### src/rtl/full_adder.sv
// Ripple-carry adder of a + b + cin built from per-bit full-adder cells, with a
// zero-latency combinational result and a one-cycle registered copy.

module full_adder_cell (
  input  logic a,
  input  logic b,
  input  logic c,
  output logic s,
  output logic co
);
  assign s  = a ^ b ^ c;
  assign co = (a & b) | (a & c) | (b & c);
endmodule

module full_adder #(
  parameter int WIDTH = 1
) (
  input  logic             clk,
  input  logic             rst_n,
  input  logic [WIDTH-1:0] a,
  input  logic [WIDTH-1:0] b,
  input  logic             cin,
  input  logic             en,
  output logic [WIDTH-1:0] sum,
  output logic             cout,
  output logic             ovf,
  output logic [WIDTH-1:0] sum_q,
  output logic             cout_q,
  output logic             ovf_q,
  output logic             vld_q
);

  // carry[i] is the carry into bit i; carry[WIDTH] leaves the MSB
  logic [WIDTH:0] carry;

  assign carry[0] = cin;

  for (genvar i = 0; i < WIDTH; i++) begin : g_bit
    full_adder_cell u_cell (
      .a  (a[i]),
      .b  (b[i]),
      .c  (carry[i]),
      .s  (sum[i]),
      .co (carry[i+1])
    );
  end

  assign cout = carry[WIDTH];
  // For WIDTH=1 carry[0] is cin, so this reduces to cin ^ cout
  assign ovf  = carry[WIDTH-1] ^ carry[WIDTH];

  always_ff @(posedge clk) begin
    if (!rst_n) begin
      sum_q  <= '0;
      cout_q <= 1'b0;
      ovf_q  <= 1'b0;
      vld_q  <= 1'b0;
    end else if (en) begin
      sum_q  <= sum;
      cout_q <= cout;
      ovf_q  <= ovf;
      vld_q  <= 1'b1;
    end
  end

endmodule

### config.mk
export PLATFORM = sky130hd
export DESIGN_NAME = full_adder
export DESIGN_NICKNAME = d
export VERILOG_FILES = /design/src/rtl/full_adder.sv
export SDC_FILE = /design/constraint.sdc
export NUM_CORES = 1
export LEC_CHECK = 0
export CAP_MARGIN = 20
export CORE_AREA = 4 4 41 43
export DETAILED_ROUTE_END_ITERATION = 12
export DIE_AREA = 0 0 45 47
export HOLD_SLACK_MARGIN = 0.02
export PLACE_DENSITY = 0.36
export SKIP_CTS_REPAIR_TIMING = 1
export SLEW_MARGIN = 10
export SYNTH_ARGS = -nofsm -noshare
export SYNTH_HDL_FRONTEND = slang
export SYNTH_SLANG_ARGS = --single-unit
### constraint.sdc
create_clock -name clk -period 1.4 [get_ports clk]
set_clock_uncertainty 0.05 [all_clocks]
set_input_delay 0.28 -clock clk [delete_from_list [all_inputs] [get_ports clk]]
set_output_delay 0.28 -clock clk [all_outputs]
set_load 0.02 [all_outputs]
==> run_results.csv, run 1 <==
group,metric,value,unit
clocking,cts_tree,"done",
sta,worst_pin_slew,0.229,ns
sta,finalWorstSetupSlack,-0.0593,ns
sta,rsz0062_at_grt,"yes",
min_path,hold-path-endpoint,"vld_q$_SDFFE_PN0P_",
logic_synthesis,syn_inst,14,
clocking,ctsLongestPathBuffers,2,
sta,min_period_over_period,104,%
logic_synthesis,ys_warn_count,0,
route,maxUsedRoutingLayer,"met4",
outcome,failed_checks,"setup timing",
route,routed_via_density,3.86,
flow_run,drv_cap,0,
sta,hold_viol_final,0,
route,drc,0,
worst_setup_path,cp-start-kind,"input pin",
logic_synthesis,netlist_area,163,µm²
clocking,root_buffer,"clkbuf_4",
worst_setup_path,rr_endpoint,"ovf_q$_SDFFE_PN0P_",
floorplan,row_count,13,
finish,area_delta_synth_final,143,%
pwr,finalPower,0.413,mW
logic_synthesis,yosysSeqAreaShare,49.2,%
finish,n_antenna_cell,0,
global_routing,overflow,0,
floorplan,start_util,12.5,%
pwr,p_clk_share,33.7,%
sta,drv_slew,0,
worst_setup_path,worst-r2r-cell-count,2,
worst_setup_path,crit_path_end_kind,"output pin",
finish,layout_common_cells,"buf_4 (6), buf_6 (5), dfxtp_1 (4), dlymetal6s2s_1 (4), clkbuf_4 (3)",
floorplan,dieHeight,47,µm
sta,finalSetupViolations,1,
logic_synthesis,ys_types,9,
pwr,p_int,0.306,mW
pwr,ir_worst_vdd,364,µV
route,wl_per_cell,9.75,µm
global_routing,grt_use_total,5.61,%
global_routing,grt_pass1_wl,821,µm
worst_setup_path,cp.arrival,1.13,ns
logic_synthesis,synth_area_leader_cell,"dfxtp_1",
route,drtIter0Drc,2,
finish,layout_commonest_cell,"buf_4",
clocking,cts_buffers,3,
floorplan,core_area,1300,µm²
logic_synthesis,yosys_register_bits,4,
global_routing,grt_max_degree,6,
clocking,cts.sinks,4,
worst_setup_path,worstSetupPathType,"in2out",
placed_design,io_buffers,12,
global_routing,grt_antenna_before_repair,0,
logic_synthesis,syn-num-nets,21,
pwr,power_frac_comb,35.3,%
global_routing,grt_pass1_vias,206,
logic_synthesis,synth_area_leaders,"dfxtp_1 (49%), fa_1 (12%), mux2i_1 (12%)",
finish,fin_util,30.4,%
min_path,holdCritPathClass,"reg2reg",
floorplan,die-area,2120,µm²
outcome,status,"finished with violations",
min_path,holdPathStages,1,
logic_synthesis,yosys.area.top_type_share,49.2,%
pwr,p_seq_share,31.0,%
worst_setup_path,crit_required,1.07,ns
pwr,p_leak,0.234,nW
route,firstDrtPassIters,2,
clocking,clkTransAtPathRegs,0.03,ns
clocking,clk_latency,0.23,ns
route,wl_met2,199,µm
route,route.met3.wl,76,µm
floorplan,die_w,45,µm
floorplan,io-pin-count,13,
sta,slew_headroom,84.7,%
worst_setup_path,critPathMaxFanout,2,
pwr,power.density,1040,nW/µm²
route,wl,497,µm
placed_design,gp_congestion,0.685,
worst_setup_path,regToRegStartpoint,"ovf_q$_SDFFE_PN0P_",
finish,layout.nets,45,
pwr,switchingPower,0.107,mW
route,met1Wirelength,208,µm
sta,fmax,685,MHz
clocking,h-tree-depth,1,
sta,fin_crit,1.46,ns
route,detail-route-antenna-nets,0,
min_path,hold_path.startpoint,"vld_q$_SDFFE_PN0P_",
route,vias,197,
worst_setup_path,r2r_setup_slack,0.72,ns
pwr,switching_share,26.0,%
finish,drive_gt1_share,50.0,%
logic_synthesis,avgSynthCellArea,11.6,µm²
## registers in the layout (all words and copies together) (netlist names)
| name | flops |
|---|---|
| ovf_q | 1 |
| vld_q | 1 |
| cout_q | 1 |
| sum_q | 1 |
## power by group through the flow
stage          clock network (mW)  logic, mW  registers [mW]
2_1_floorplan                   0     0.0410           0.141
3_3_place_gp                    0      0.127           0.130
3_5_place_dp                    0      0.127           0.130
4_1_cts                     0.146      0.128           0.129
5_1_grt                     0.152      0.156           0.130
6_report                    0.139      0.146           0.128
## Yosys cell counts
library cell and number:
xnor2_1 1, o21a_1 1, o21ai_0 1, fa_1 1, inv_1 1, nor2b_1 2
mux2i_1 2, dfxtp_1 4, a21oi_1 1
## worst max-delay path by stage
stage,endpoint,depth (start not counted),from
after global routing,ovf,5,b
after global placement,ovf,5,a
final,ovf,5,b
after floorplan,ovf,3,a
after CTS,ovf,5,a
after detailed placement,ovf,5,a
## cell families after synthesis
kind of cell	Yosys count	synth area share (%)
and+or+nand+nor	2	7.69
buffers and inverters	1	2.31
xor gates and xnor gates	1	5.39
muxes	2	12.3
adders and majority gates	1	12.3
DFF	4	49.2
AOI/OAI and AO/OA	3	10.8
## through the flow
stage | worst slack [ns] | hold WS (ns) | cells | TNS [ns] | instance area, µm²
final | -0.0593 | 0.410 | 51 | -0.0593 | 395
after global placement | -0.855 | 0.390 | 45 | -3.27 | 334
after detailed placement | -0.863 | 0.398 | 45 | -3.31 | 334
after CTS | -0.874 | 0.415 | 48 | -3.05 | 357
after floorplan | 0.00524 | 0.319 | 14 | 0 | 165
after global routing | -0.107 | 0.435 | 51 | -0.114 | 395
## routing by layer
layer  track usage [%]  vias up
met5                 0        -
met4              5.26        0
met3              3.07        2
met2              7.34       14
met1              6.38       88
li1                  -       93
## area by class of cell
class | instances | area, µm²
Timing Repair Buffer | 19 | 181
Inverter | 1 | 3.75
Fill cell | 148 | 906
Sequential cell | 4 | 80.1
Clock buffer | 3 | 22.5
Multi-Input combinational cell | 9 | 88.8
Tap cell | 15 | 18.8
## critical path, stage by stage
cell     delay (ns)
buf_6          0.09
fa_2           0.41
xnor2_2        0.15
inv_1          0.07
buf_6          0.13
No activity file was read; power rests on OpenSTA's default activity.
==> run 2: changes to the inputs <==
--- a/config.mk
+++ b/config.mk
@@ -5,7 +5,7 @@
 export SDC_FILE = /design/constraint.sdc
 export NUM_CORES = 1
 export LEC_CHECK = 0
-export CAP_MARGIN = 20
+export CAP_MARGIN = 15
 export CORE_AREA = 4 4 41 43
 export DETAILED_ROUTE_END_ITERATION = 12
 export DIE_AREA = 0 0 45 47
==> results of run 2 <==
Same layout as run 1: the final DEF is identical, and so are final timing and power.
==> run 3: changes to the inputs <==
--- a/config.mk
+++ b/config.mk
@@ -12,6 +12,7 @@
 export HOLD_SLACK_MARGIN = 0.02
 export PLACE_DENSITY = 0.36
 export SKIP_CTS_REPAIR_TIMING = 1
+export SKIP_LAST_GASP = 1
 export SLEW_MARGIN = 10
 export SYNTH_ARGS = -nofsm -noshare
 export SYNTH_HDL_FRONTEND = slang
==> results of run 3 <==
Same layout as run 1: the final DEF is identical, and so are final timing and power.
